File: src/rtl/check_monitor_pkg.sv
// Shared types for the check monitor: severity and run-state encodings,
// run-end cause priority, and a width helper for channel indices.
package check_monitor_pkg;

    typedef enum logic [1:0] {
        SEV_INFO  = 2'd0,
        SEV_WARN  = 2'd1,
        SEV_ERROR = 2'd2,
        SEV_FATAL = 2'd3
    } sev_e;

    typedef enum logic [1:0] {
        ST_IDLE = 2'd0,
        ST_RUN  = 2'd1,
        ST_PASS = 2'd2,
        ST_FAIL = 2'd3
    } state_e;

    // Run-end causes, listed in decreasing priority: a fatal failure or the
    // error limit beats i_done, and i_done beats the watchdog.
    typedef enum logic [2:0] {
        END_NONE      = 3'd0,
        END_FATAL     = 3'd1,
        END_ERR_LIMIT = 3'd2,
        END_DONE_PASS = 3'd3,
        END_DONE_FAIL = 3'd4,
        END_TIMEOUT   = 3'd5
    } end_cause_e;

    // Index width for n items, never narrower than one bit.
    function automatic int idx_width(input int n);
        return (n > 1) ? $clog2(n) : 1;
    endfunction

endpackage

File: src/rtl/check_sat_counter.sv
// Saturating failure counter: adds the popcount of a masked failure vector
// each enabled cycle, clamps at all-ones, and clears synchronously.
module check_sat_counter
    import check_monitor_pkg::*;
#(
    parameter int IN_W      = 4,
    parameter int CNT_WIDTH = 16
) (
    input  logic                 i_clk,
    input  logic                 i_rst,
    input  logic                 i_clear,
    input  logic                 i_en,
    input  logic [IN_W-1:0]      i_vec,
    output logic [CNT_WIDTH-1:0] o_cnt,
    output logic [CNT_WIDTH-1:0] o_cnt_next
);

    localparam int POP_W = $clog2(IN_W + 1);
    localparam int SUM_W = ((CNT_WIDTH > POP_W) ? CNT_WIDTH : POP_W) + 1;

    logic [POP_W-1:0]     pop;
    logic [SUM_W-1:0]     sum;
    logic [CNT_WIDTH-1:0] cnt_q, cnt_d;

    // NOTE: every variable assigned here gets a default first, so no path
    // leaves it unassigned and no latch is inferred.
    always_comb begin
        pop = '0;
        for (int i = 0; i < IN_W; i++) begin
            pop = pop + POP_W'(i_vec[i]);
        end
        sum   = SUM_W'(cnt_q) + SUM_W'(pop);
        cnt_d = cnt_q;
        if (i_clear) begin
            cnt_d = '0;
        end else if (i_en) begin
            cnt_d = (|sum[SUM_W-1:CNT_WIDTH]) ? '1 : sum[CNT_WIDTH-1:0];
        end
    end

    // NOTE: state registers use non-blocking assignments only; reset is
    // synchronous and active-low.
    always_ff @(posedge i_clk) begin
        if (!i_rst) begin
            cnt_q <= '0;
        end else begin
            cnt_q <= cnt_d;
        end
    end

    assign o_cnt      = cnt_q;
    assign o_cnt_next = cnt_d;

endmodule

File: src/rtl/check_monitor.sv
// Self-checking monitor: counts per-severity check failures, latches the
// first failing channel, and runs the IDLE/RUN/PASS/FAIL decision machine.
module check_monitor
    import check_monitor_pkg::*;
#(
    parameter int NUM_CH    = 4,
    parameter int CNT_WIDTH = 16,
    parameter int ERR_LIMIT = 1,
    parameter int TIMEOUT   = 1000,
    parameter int TO_WIDTH  = $clog2(TIMEOUT + 1)
) (
    input  logic                         i_clk,
    input  logic                         i_rst,
    input  logic                         i_start,
    input  logic                         i_clear,
    input  logic                         i_done,
    input  logic [NUM_CH-1:0]            i_chk_valid,
    input  logic [NUM_CH-1:0]            i_chk_pass,
    input  logic [2*NUM_CH-1:0]          i_chk_sev,
    output logic [1:0]                   o_state,
    output logic [CNT_WIDTH-1:0]         o_info_cnt,
    output logic [CNT_WIDTH-1:0]         o_warn_cnt,
    output logic [CNT_WIDTH-1:0]         o_err_cnt,
    output logic                         o_fatal,
    output logic                         o_timeout,
    output logic [idx_width(NUM_CH)-1:0] o_first_ch,
    output logic                         o_first_vld,
    output logic                         o_finish
);

    localparam int FCH_W = idx_width(NUM_CH);
    localparam int WD_W  = (TO_WIDTH < 1) ? 1 : TO_WIDTH;

    state_e           state_q, state_d;
    end_cause_e       cause;
    logic             run, start_clr, timeout_hit;
    logic [WD_W-1:0]  wd_q, wd_d, wd_inc;
    logic             fatal_q, fatal_d;
    logic             timeout_q, timeout_d;
    logic             finish_q, finish_d;
    logic             first_vld_q, first_vld_d;
    logic [FCH_W-1:0] first_ch_q, first_ch_d, first_idx;

    logic [NUM_CH-1:0] fail_vec, info_vec, warn_vec, err_vec, fatal_vec;
    logic [CNT_WIDTH-1:0] info_next, warn_next, err_next;
    logic              next_sink;

    assign run       = (state_q == ST_RUN);
    assign start_clr = (state_q == ST_IDLE) && i_start;

    // Split failing channels by severity; only failures in RUN are counted.
    always_comb begin
        fail_vec  = i_chk_valid & ~i_chk_pass;
        info_vec  = '0;
        warn_vec  = '0;
        err_vec   = '0;
        fatal_vec = '0;
        for (int c = 0; c < NUM_CH; c++) begin
            case (sev_e'(i_chk_sev[2*c +: 2]))
                SEV_INFO:  info_vec[c]  = fail_vec[c];
                SEV_WARN:  warn_vec[c]  = fail_vec[c];
                SEV_ERROR: err_vec[c]   = fail_vec[c];
                default:   fatal_vec[c] = fail_vec[c];
            endcase
        end
    end

    check_sat_counter #(.IN_W(NUM_CH), .CNT_WIDTH(CNT_WIDTH)) u_info_cnt (
        .i_clk(i_clk), .i_rst(i_rst), .i_clear(start_clr), .i_en(run),
        .i_vec(info_vec), .o_cnt(o_info_cnt), .o_cnt_next(info_next)
    );

    check_sat_counter #(.IN_W(NUM_CH), .CNT_WIDTH(CNT_WIDTH)) u_warn_cnt (
        .i_clk(i_clk), .i_rst(i_rst), .i_clear(start_clr), .i_en(run),
        .i_vec(warn_vec), .o_cnt(o_warn_cnt), .o_cnt_next(warn_next)
    );

    check_sat_counter #(.IN_W(NUM_CH), .CNT_WIDTH(CNT_WIDTH)) u_err_cnt (
        .i_clk(i_clk), .i_rst(i_rst), .i_clear(start_clr), .i_en(run),
        .i_vec(err_vec), .o_cnt(o_err_cnt), .o_cnt_next(err_next)
    );

    // Only the error count feeds the decision; the other look-aheads are unused.
    assign next_sink = ^{info_next, warn_next};

    // wd_inc is the number of the current RUN cycle (1 in the first one).
    assign wd_inc      = wd_q + WD_W'(1);
    assign timeout_hit = (TIMEOUT != 0) && (wd_inc == WD_W'(TIMEOUT));

    always_comb begin
        cause = END_NONE;
        if (run) begin
            if (|fatal_vec) begin
                cause = END_FATAL;
            end else if (err_next >= CNT_WIDTH'(ERR_LIMIT)) begin
                cause = END_ERR_LIMIT;
            end else if (i_done) begin
                cause = (err_next == '0) ? END_DONE_PASS : END_DONE_FAIL;
            end else if (timeout_hit) begin
                cause = END_TIMEOUT;
            end
        end
    end

    // State register
    always_ff @(posedge i_clk) begin
        if (!i_rst) begin
            state_q <= ST_IDLE;
        end else begin
            state_q <= state_d;
        end
    end

    // Next-state logic
    always_comb begin
        state_d = state_q;
        case (state_q)
            ST_IDLE: if (i_start) state_d = ST_RUN;
            ST_RUN: begin
                if (cause == END_DONE_PASS) begin
                    state_d = ST_PASS;
                end else if (cause != END_NONE) begin
                    state_d = ST_FAIL;
                end
            end
            default: if (i_clear) state_d = ST_IDLE;
        endcase
    end

    // Output / flag next values
    always_comb begin
        finish_d    = run && (cause != END_NONE);
        wd_d        = wd_q;
        fatal_d     = fatal_q;
        timeout_d   = timeout_q;
        first_vld_d = first_vld_q;
        first_ch_d  = first_ch_q;
        first_idx   = '0;
        for (int c = NUM_CH - 1; c >= 0; c--) begin
            if (fail_vec[c]) first_idx = FCH_W'(c);
        end
        if (start_clr) begin
            wd_d        = '0;
            fatal_d     = 1'b0;
            timeout_d   = 1'b0;
            first_vld_d = 1'b0;
            first_ch_d  = '0;
        end else if (run) begin
            wd_d = wd_inc;
            if (|fatal_vec) fatal_d = 1'b1;
            if (cause == END_TIMEOUT) timeout_d = 1'b1;
            if (!first_vld_q && (|fail_vec)) begin
                first_vld_d = 1'b1;
                first_ch_d  = first_idx;
            end
        end
    end

    always_ff @(posedge i_clk) begin
        if (!i_rst) begin
            wd_q        <= '0;
            fatal_q     <= 1'b0;
            timeout_q   <= 1'b0;
            finish_q    <= 1'b0;
            first_vld_q <= 1'b0;
            first_ch_q  <= '0;
        end else begin
            wd_q        <= wd_d;
            fatal_q     <= fatal_d;
            timeout_q   <= timeout_d;
            finish_q    <= finish_d;
            first_vld_q <= first_vld_d;
            first_ch_q  <= first_ch_d;
        end
    end

    assign o_state     = state_q;
    assign o_fatal     = fatal_q;
    assign o_timeout   = timeout_q;
    assign o_finish    = finish_q;
    assign o_first_vld = first_vld_q;
    assign o_first_ch  = first_ch_q;

endmodule

File: config.mk
export PLATFORM = sky130hd
export DESIGN_NAME = check_monitor
export DESIGN_NICKNAME = d
export VERILOG_FILES = /design/src/rtl/check_monitor_pkg.sv /design/src/rtl/check_sat_counter.sv /design/src/rtl/check_monitor.sv
export SDC_FILE = /design/constraint.sdc
export NUM_CORES = 1
export LEC_CHECK = 0
export ABC_CLOCK_PERIOD_IN_PS = 5530
export BUFFER_PORTS_ARGS = -buffer_cell sky130_fd_sc_hd__buf_2
export CAP_MARGIN = 20
export CORE_ASPECT_RATIO = 0.8
export CORE_MARGIN = 4
export CORE_UTILIZATION = 50
export DETAILED_ROUTE_END_ITERATION = 8
export HOLD_SLACK_MARGIN = 0.1
export PLACE_DENSITY_LB_ADDON = 0.2
export SLEW_MARGIN = 20
export SYNTH_ARGS = -nofsm -noshare
export SYNTH_HDL_FRONTEND = slang
export SYNTH_SLANG_ARGS = --single-unit
File: constraint.sdc
create_clock -name i_clk -period 5.53 [get_ports i_clk]
set_clock_uncertainty 0.05 [all_clocks]
set_input_delay 0.2765 -clock i_clk [delete_from_list [all_inputs] [get_ports i_clk]]
set_output_delay 0.2765 -clock i_clk [all_outputs]
set_load 0.05 [all_outputs]
==> results of run 1 <==
-- final cells by class --
class	count	share of cell area, %
repair buffers	78	9.096
well taps	87	2.504
multi-input cells	333	53.05
clock buffers	11	3.253
inverters	15	1.295
flip-flops and latches	66	30.40
clock inverters	3	0.4030
-- critical path: stages --
cell       delay, ns
buf_2           0.10
nand2b_1        0.20
nor3b_1         0.24
ha_1            0.29
fa_1            0.39
ha_1            0.30
inv_1           0.06
fa_1            0.43
nand2b_1        0.26
a2111oi_0       0.61
mux2i_1         0.36
o22ai_2         0.13
nor4_4          0.40
nand4b_1        0.14
a22o_1          0.20
-- report_power, final --
part	internal [mW]	switching (mW)	leakage, nW
sequential	0.485	0.0115	0.533
combinational	0.0376	0.0902	1.30
clock	0.169	0.180	0.0810
-- how the worst max path moves through the flow --
stage | startpoint | cells after the start | end
final | i_chk_pass[0] | 15 | o_state[0]
after global routing | i_chk_pass[0] | 15 | o_state[1]
after CTS | i_chk_pass[0] | 15 | o_state[0]
after detailed placement | i_chk_pass[0] | 15 | o_state[0]
after global placement | i_chk_pass[0] | 15 | o_state[1]
after floorplan | i_chk_pass[0] | 14 | o_state[0]
-- layer usage --
metal	GRT usage, %	vias up	share of wire (%)	wire length, um
li1	-	1709	-	-
met3	6.396	10	6.7	625
met4	6.794	0	1.3	121
met5	0	-	0	0
met1	26.39	1667	46	4216
met2	34.25	109	46	4301
-- kinds of logic (layout without fill, tap and decap cells) --
| kind of cell | count (synthesis) | count (layout) | synth area share (%) |
|---|---|---|---|
| compound gates | 97 | 97 | 16.89 |
| fa+ha+maj | 23 | 23 | 8.846 |
| simple gates | 171 | 171 | 25.61 |
| mux | 4 | 4 | 1.097 |
| flops | 66 | 66 | 35.12 |
| buf+inv | 31 | 107 | 3.591 |
| xor+xnor | 38 | 38 | 8.846 |
-- metrics by stage --
stage | total power [mW] | hold WS (ns) | cells | instance area, um^2 | setup WS [ns]
2_1_floorplan | 0.5971 | 0.4058 | 430 | 3762 | 1.578
3_3_place_gp | 0.6306 | 0.4227 | 579 | 4188 | 1.244
3_5_place_dp | 0.6343 | 0.4397 | 579 | 4188 | 0.9734
4_1_cts | 0.9828 | 0.1736 | 593 | 4347 | 1.288
5_1_grt | 1.012 | 0.2091 | 593 | 4347 | 1.003
6_report | 0.9726 | 0.1888 | 593 | 4347 | 1.322
-- registers in the layout, summed over array words and instances, names as in the netlist --
register / cells
o_fatal: 1
o_finish: 1
o_first_ch: 2
o_first_vld: 1
o_state: 2
o_timeout: 1
u_err_cnt.o_cnt: 16
u_info_cnt.o_cnt: 16
u_warn_cnt.o_cnt: 16
wd_q: 10
-- cell usage after synthesis (all sizes together) (2+ instances only) --
library cell	number
a31o	2
nor4	3
a2111oi	3
nand3	24
xnor2	15
nand4	10
a31oi	7
and4	3
nor3	16
a21o	3
nor3b	7
ha	17
o22ai	2
and2	3
a211oi	7
nor2	33
nor2b	4
a21boi	2
inv	15
o21ai	13
and3	18
mux2i	3
or3	2
fa	6
clkbuf	15
a21oi	43
or3b	2
xor2	23
nand2b	8
nor4b	2
dfxtp	66
nand2	27
o221a	3
nand4b	4
a32oi	2
==> metrics, run 1 <==
clk sinks 66; setup repair bufs after CTS 0; Max-Slew Margin vs Limit ~44%; initial drt markers 123; antenna-violating nets left 0; synthesized cell area between 0.003 and 0.004 mm^2; worst-skew pair later-pin latency 0.34 ns; gr usage total between 20% and 30%; Vias ~3500; Worst-path clk slew ~0.07 ns; Rows 27; largest net degree at the start of global routing 31; reg2reg start u_err_cnt.o_cnt[0]; worst vdd ir a little under 0.1 mV; number of global-route vias before repair 3379; share of cells above drive strength 1 21.34%; area leader, netlist dfxtp_1; DR pass1 iterations 4; status completed; I/O Pins 77; worst-margin pin slew between 0.8 and 0.9 ns; Synth Register Bits 66; largest fanout on the critical path 6; EDFF count, synth 0; Layout area overhead 15.53%; most common cell after layout, fill and taps aside buf_2; crit share post-route roughly 76%; Synth area leaders dfxtp_1 (35%), a21oi_1 (5.7%), ha_1 (5.7%); Fillers 650; global-route wire length before repair 15570 um; Distinct cells, synth slightly above 60; DP HPWL 6846 um; Setup-failing EPs final 0; Min-Delay Path Depth 3; clock buffer depth 2; Min-Delay Endpoint o_state[1]; min-delay worst type in2reg; WS Path Type in2reg; Register-to-Register Path Depth 10; CTS Buf Count 9; antenna fix cells 0; fin nets 547; f_max around 0.24 GHz; Congestion Overflow GR 0; CTS tree yes; core area around 0.007 mm^2; mean post-synth cell area around 9 um^2; Vias/cell 5.894; die width 105.0 um; routability congestion estimate a little under 0.9; cells after synthesis 430; Crit path required time between 5 and 6 ns; dominant synthesized flop cell dfxtp_1; DRC 0; Synth async-reset ratio 0%; CTS Hold Bufs 0; Slew Viols, Final 0; FF-to-FF End o_state[0]; clock root buffer clkbuf_8; setup slack, reg-to-reg ~2.2 ns; die area about 0.009 mm^2; worst path arrival time about 4.4 ns; area of the multi-input gates 0.002306 mm^2; HP Start i_clear; synthesized net count 474; port bufs 76; sequential share of the synthesized area approximately a third; top cell type's share of synthesized area about a third; Die Y 85.59 um; final core occ roughly three fifths; H-tree depth 3; CP Capture Type register; final WL slightly above 9000 um; RSZ-0062 raised after global routing no; Pwr Density around 220 mW/mm^2; crit start category primary input; max_cap viols 0; WL/cell roughly 16 um; leakage 1.916 nW; Starting Density a little over half; post_cts resized 0; commonest non-fill, non-tap cells in the layout buf_2 (76), dfxtp_1 (66), a21oi_1 (43); crit path time final 4.208 ns; Fin Setup TNS 0 ns; Final Hold Vio Count 0; Storage cell area 0.001321 mm^2; antenna violations before repair 0; Synth Warn # 0
Note: power is estimated with default switching activity, not from simulation.
==> run 2: changes to the inputs <==
--- a/config.mk
+++ b/config.mk
@@ -5,7 +5,8 @@
 export SDC_FILE = /design/constraint.sdc
 export NUM_CORES = 1
 export LEC_CHECK = 0
-export ABC_CLOCK_PERIOD_IN_PS = 5530
+export ABC_AREA = 1
+export ABC_CLOCK_PERIOD_IN_PS = 3600
 export BUFFER_PORTS_ARGS = -buffer_cell sky130_fd_sc_hd__buf_2
 export CAP_MARGIN = 20
 export CORE_ASPECT_RATIO = 0.8
==> constraint.sdc (replaced) <==
create_clock -name i_clk -period 3.6 [get_ports i_clk]
set_clock_uncertainty 0.05 [all_clocks]
set_input_delay 0.18 -clock i_clk [delete_from_list [all_inputs] [get_ports i_clk]]
set_output_delay 0.18 -clock i_clk [all_outputs]
set_load 0.05 [all_outputs]
==> metrics, run 2 <==
gr usage total 22.06% (+1.2 points); Setup-failing EPs final 0 (unchanged); mean post-synth cell area 6.738 um^2 (-23%); Distinct cells, synth 39 (-36%); H-tree depth 3 (unchanged); commonest non-fill, non-tap cells in the layout nand2_1 (111), inv_1 (105), buf_2 (75); Starting Density 52.36% (-0.67 points); largest net degree at the start of global routing 32 (+3.2%); Fin Setup TNS 0 ns (unchanged); dpl ws -0.1986 ns (-1.172 ns); Rows 29 (+7.4%); Final Total Pwr 2.164 mW (+120%); Synth area leaders dfxtp_1 (31%), nand2_1 (10%), inv_1 (9.7%); area of the multi-input gates 0.002510 mm^2 (+8.8%); die width 110.7 um (+5.4%); max_cap viols 0 (unchanged); synthesized cell area 0.004218 mm^2 (+12%); area leader, netlist dfxtp_1; antenna violations before repair 0 (unchanged); I/O Pins 77 (unchanged); CP most frequent cell nand2_2; CTS Buf Count 9 (unchanged); Vias/cell 5.132 (-13%); CP Capture Type register; Synth Register Bits 66 (unchanged); most instantiated cells after synthesis nand2_1 (115), inv_1 (109), dfxtp_1 (66); worst path arrival time 3.65 ns (-0.75 ns); Worst-path clk slew 0.07 ns (about the same); Storage cell area 0.001321 mm^2 (unchanged); antenna-violating nets left 0 (unchanged); WS Path Type in2reg; status completed; CP max stage delay 0.61 ns (about the same); Pwr Density 411.4 mW/mm^2 (+84%); routability congestion estimate 0.9098 (+2.0%); M1 GR Usage 30.88% (+4.5 points); clock buffer depth 2 (unchanged); crit share post-route between 90 and 100%; Crit path buffers/inverters 6 (+4); port bufs 76 (unchanged); share of cells above drive strength 1 24.86% (+3.5 points); worst-margin pin slew 0.9811 ns (+0.1480 ns); global-route wire length before repair 18650 um (+20%); leakage 2.713 nW (+42%); clk sinks 66 (unchanged); worst vdd ir 0.2138 mV (+120%); CP delay by family, top simple AND/OR/NAND/NOR gates; Fillers 741 (+14%); most used routing layer met2; most common cell in the netlist nand2_1; antenna fix cells 0 (unchanged); most common cell after layout, fill and taps aside nand2_1; dominant synthesized flop cell dfxtp_1; grt met2 use 34.04% (-0.21 points); worst-skew pair later-pin latency 0.34 ns (about the same); DP HPWL 8255 um (+21%); crit start category primary input; Vias 4352 (+25%); Congestion Overflow GR 0 (unchanged); sequential share of the synthesized area 31.33% (-3.8 points); number of global-route vias before repair 3995 (+18%); CTS tree yes; Synth Warn # 0 (unchanged); cells after synthesis 626 (+46%); min-delay worst type in2reg; RSZ-0062 raised after global routing yes; Layout area overhead 24.71%; M3 GR Usage 6.577% (+0.18 points); Final Hold Vio Count 0 (unchanged); Synth async-reset ratio 0% (unchanged); Slowest cell on crit path fa_2; initial drt markers 243 (+98%); DRC 0 (unchanged); Max-Slew Margin vs Limit 34.52% (-9.9 points); final worst slack 0.1232 ns (-1.199 ns); crit path time final 3.477 ns; clock root buffer clkbuf_8; Crit path required time 3.78 ns (-1.94 ns); fin nets 779 (+42%); core area 0.008055 mm^2 (+14%); WL/cell 13.45 um (-14%); final WL 11410 um (+23%); hold slack 0.1734 ns (-0.01543 ns); synthesized net count 670 (+41%); f_max between 0.2 and 0.3 GHz; largest fanout on the critical path 13 (+7); Die Y 90.15 um (+5.3%); DR pass1 iterations 6 (+2); Slew Viols, Final 0 (unchanged); top cell type's share of synthesized area 31.33% (-3.8 points); EDFF count, synth 0 (unchanged); die area 0.009978 mm^2 (+11%); final core occ 65.30% (+4.0 points)
==> run 2: cells by family (layout without fill, tap and decap cells) <==
family                   count (synthesis)  in the layout  share of synthesized area (%)
AO/OA/AOI/OAI                           86             86                          10.92
XOR/XNOR                                21             21                          4.361
adder cells (fa/ha/maj)                 23             23                          7.891
buffers and inverters                  126            240                          11.60
flip-flops                              66             66                          31.33
AND/OR/NAND/NOR                        304            304                          33.91
==> run 2: worst reg2reg max path, stage by stage (launching register included) <==
cell and delay (ns):
dfxtp_1 0.41, ha_4 0.17, inv_2 0.03, fa_2 0.33, inv_2 0.07, nand2_2 0.05
nand2_2 0.09, nand2_4 0.07, nor2_8 0.17, nand3_4 0.21, nand3_2 0.17, nand2_2 0.07
inv_2 0.11, nor2_4 0.04, nand3_2 0.10, nor2_4 0.06, nand2_2 0.07, nand2_2 0.07
nor2_2 0.12, buf_4 0.13, nor2_1 0.03
==> run 2: path summary, 6_finish.rpt <==
| path | startpoint | to | slack (ns) | cells after the start |
|---|---|---|---|---|
| worst max-delay path | i_chk_pass[1] | o_finish | 0.12 | 26 |
| worst max register to register | u_err_cnt.o_cnt[0] | o_finish | 0.85 | 20 |
| worst min register to register | o_first_ch[0] | o_first_ch[0] | 0.40 | 2 |
| worst min-delay path | i_clear | o_state[1] | 0.17 | 5 |
==> run 2: power breakdown <==
group	switching [mW]	internal (mW)	total [mW]	leakage [nW]
clock	0.306	0.388	0.695	0.105
sequential	0.0543	0.782	0.836	0.534
combinational	0.431	0.202	0.634	2.07
total	0.792	1.37	2.16	2.71
==> run 2: cell type report <==
cell class	instances	area share, %
Clock inverter	7	1.784
Clock buffer	9	2.355
Sequential cell	66	25.12
Multi-Input combinational cell	434	47.72
Timing Repair Buffer	111	12.39
Inverter	113	8.064
Tap cell	108	2.569
==> run 2: what timing repair did <==
action,4_1_cts,5_1_grt
hold buffers,1,0
hold endpoints to repair,2,0
buffers inserted,0,4
endpoints found under the setup margin,0,4
resized for setup,0,28
==> run 2: routing by layer <==
metal  up-vias  share of wire [%]
met5         -                  0
met4         0                1.1
met3        12                7.0
met2       151                 45
met1      1965                 47
li1       2224                  -
==> run 2: per-stage QoR <==
| step | instance area, um^2 | cells |
|---|---|---|
| 6_report | 5260 | 848 |
| 2_1_floorplan | 4218 | 626 |
| 5_1_grt | 5260 | 848 |
| 4_1_cts | 5121 | 844 |
| 3_5_place_dp | 4893 | 827 |
| 3_3_place_gp | 4893 | 827 |
==> run 3: changes to the inputs <==
--- a/config.mk
+++ b/config.mk
@@ -13,6 +13,7 @@
 export CORE_MARGIN = 4
 export CORE_UTILIZATION = 50
 export DETAILED_ROUTE_END_ITERATION = 8
+export GPL_TIMING_DRIVEN = 0
 export HOLD_SLACK_MARGIN = 0.1
 export PLACE_DENSITY_LB_ADDON = 0.2
 export SLEW_MARGIN = 20
==> metrics, run 3 (synthesized netlist as in run 2, its figures left out) <==
status completed; CTS tree yes; core area 0.008055 mm^2 (unchanged); largest fanout on the critical path 7 (-6); fin nets 767 (-1.5%); leakage 2.629 nW (-3.1%); die width 110.7 um (unchanged); number of global-route vias before repair 3966 (-0.73%); worst-margin pin slew 0.7877 ns (-0.1935 ns); crit share post-route 97.21% (+0.63 points); reg2reg start u_err_cnt.o_cnt[0]; global-route wire length before repair 18490 um (-0.88%); WL/cell 13.52 um (+0.52%); Slowest cell on crit path fa_2; die area 0.009978 mm^2 (unchanged); Congestion Overflow GR 0 (unchanged); Max-Slew Margin vs Limit 46.82% (+12 points); Final Hold Vio Count 0 (unchanged); CP Capture Type register; Min-Delay Path Depth 5 (unchanged); clock buffer depth 2 (unchanged); max_cap viols 0 (unchanged); setup slack, reg-to-reg 0.85 ns (about the same); crit path time final 3.499 ns (+0.02267 ns); routability congestion estimate 0.9264 (+1.8%); gr usage total 21.94% (-0.12 points); CP delay by family, top simple AND/OR/NAND/NOR gates; worst vdd ir 0.2212 mV (+3.5%); Crit path buffers/inverters 6 (unchanged); crit start category primary input; Worst-path clk slew 0.07 ns (about the same); placed instance area 0.004733 mm^2 (-3.3%); Vias 4450 (+2.3%); Vias/cell 5.323 (+3.7%); commonest non-fill, non-tap cells in the layout nand2_1 (109), inv_1 (104), buf_2 (76); f_max 0.2858 GHz (-0.65%); RSZ-0062 raised after global routing yes; final WL 11310 um (-0.90%); Rows 29 (unchanged); clk sinks 66 (unchanged); FF-to-FF End o_state[0]; WS Path Type in2reg; Pwr Density 400.9 mW/mm^2 (-2.6%); CP max stage delay 0.60 ns (about the same); hold slack 0.1773 ns (+0.003923 ns); most common cell after layout, fill and taps aside nand2_1; Slew Viols, Final 0 (unchanged); min-delay worst type in2reg; worst path arrival time 3.68 ns (+0.03 ns); Die Y 90.15 um (unchanged); antenna fix cells 0 (unchanged); DR pass1 iterations 5 (-1); initial drt markers 263 (+8.2%); largest net degree at the start of global routing 13 (-59%); Layout area overhead 21.74%; clock root buffer clkbuf_8; DRC 0 (unchanged); I/O Pins 77 (unchanged); DP HPWL 8403 um (+1.8%); share of cells above drive strength 1 22.66% (-2.2 points); Finished Cell Area 0.005135 mm^2 (-2.4%); H-tree depth 3 (unchanged); Min-Delay Endpoint o_state[0]; worst-skew pair later-pin latency 0.34 ns (about the same); HP Start i_start; port bufs 76 (unchanged); antenna violations before repair 0 (unchanged); antenna-violating nets left 0 (unchanged); Crit path required time 3.78 ns (about the same); Setup-failing EPs final 0 (unchanged); Register-to-Register Path Depth 20 (unchanged); Starting Density 52.36% (unchanged); CTS Buf Count 9 (unchanged)
==> run 3: layout make-up <==
| type | count | area [um^2] |
|---|---|---|
| plain buffers | 13 | 68.82 |
| clock buffers | 9 | 123.9 |
| clock inverters | 7 | 70.07 |
| fillers | 767 | 2920 |
| inverters | 113 | 426.7 |
| multi-input cells | 434 | 2504 |
| flip-flops and latches | 66 | 1321 |
| well taps | 108 | 135.1 |
| repair buffers | 86 | 485.5 |
==> run 3: metrics by stage <==
step / setup WS (ns) / instances / utilization (%) / setup TNS (ns) / power, mW
after detailed placement: -0.3907 / 810 / 58.76 / -1.141 / 1.420
after global routing: -0.1215 / 836 / 63.75 / -0.2847 / 2.180
after CTS: 0.03933 / 827 / 61.40 / 0 / 2.046
after global placement: -0.3969 / 810 / 58.76 / -1.181 / 1.412
after floorplan: 0.1420 / 626 / - / 0 / 1.257
final: 0.1005 / 836 / 63.75 / 0 / 2.059
==> run 3: worst max-delay path by stage <==
| stage | startpoint | endpoint | cells after the start |
|---|---|---|---|
| floorplan | i_chk_valid[0] | o_state[1] | 27 |
| global placement | i_chk_pass[0] | o_state[1] | 28 |
| detailed placement | i_chk_pass[0] | o_state[1] | 28 |
| CTS | i_chk_pass[0] | o_state[1] | 28 |
| global route | i_chk_valid[0] | o_state[1] | 28 |
| finish | i_chk_valid[0] | o_state[0] | 27 |
==> run 3: report_power, final <==
| part | switching, mW | internal [mW] |
|---|---|---|
| registers | 0.0541 | 0.782 |
| clock network | 0.297 | 0.317 |
| logic | 0.436 | 0.173 |
==> run 3: routing by layer <==
metal,global-route usage (%),routed length (um)
met5,0,0
met1,32.03,5351
met2,33.33,4923
met3,5.168,940
met4,3.692,89
==> run 3: repair_timing <==
item	in CTS	in global routing
hold buffers	1	0
buffers inserted	0	8
cloned	0	1
pin swaps	0	21
endpoints found under the setup margin	1	4
resized for setup	3	30
hold endpoints to repair	2	0
==> run 3: worst register-to-register path, stage by stage (launching register included) <==
cell     delay [ns]
dfxtp_1        0.40
ha_4           0.16
inv_2          0.04
fa_2           0.37
inv_2          0.08
nand2_4        0.06
nand2_4        0.10
nand2_4        0.07
nor2_8         0.18
nand3_4        0.13
buf_8          0.18
nand2_2        0.05
nand2_1        0.07
nand2_1        0.08
nor2_2         0.04
nand3_2        0.10
nor2_4         0.06
a21oi_2        0.17
nand3_1        0.09
nand2_1        0.09
a21oi_2        0.05
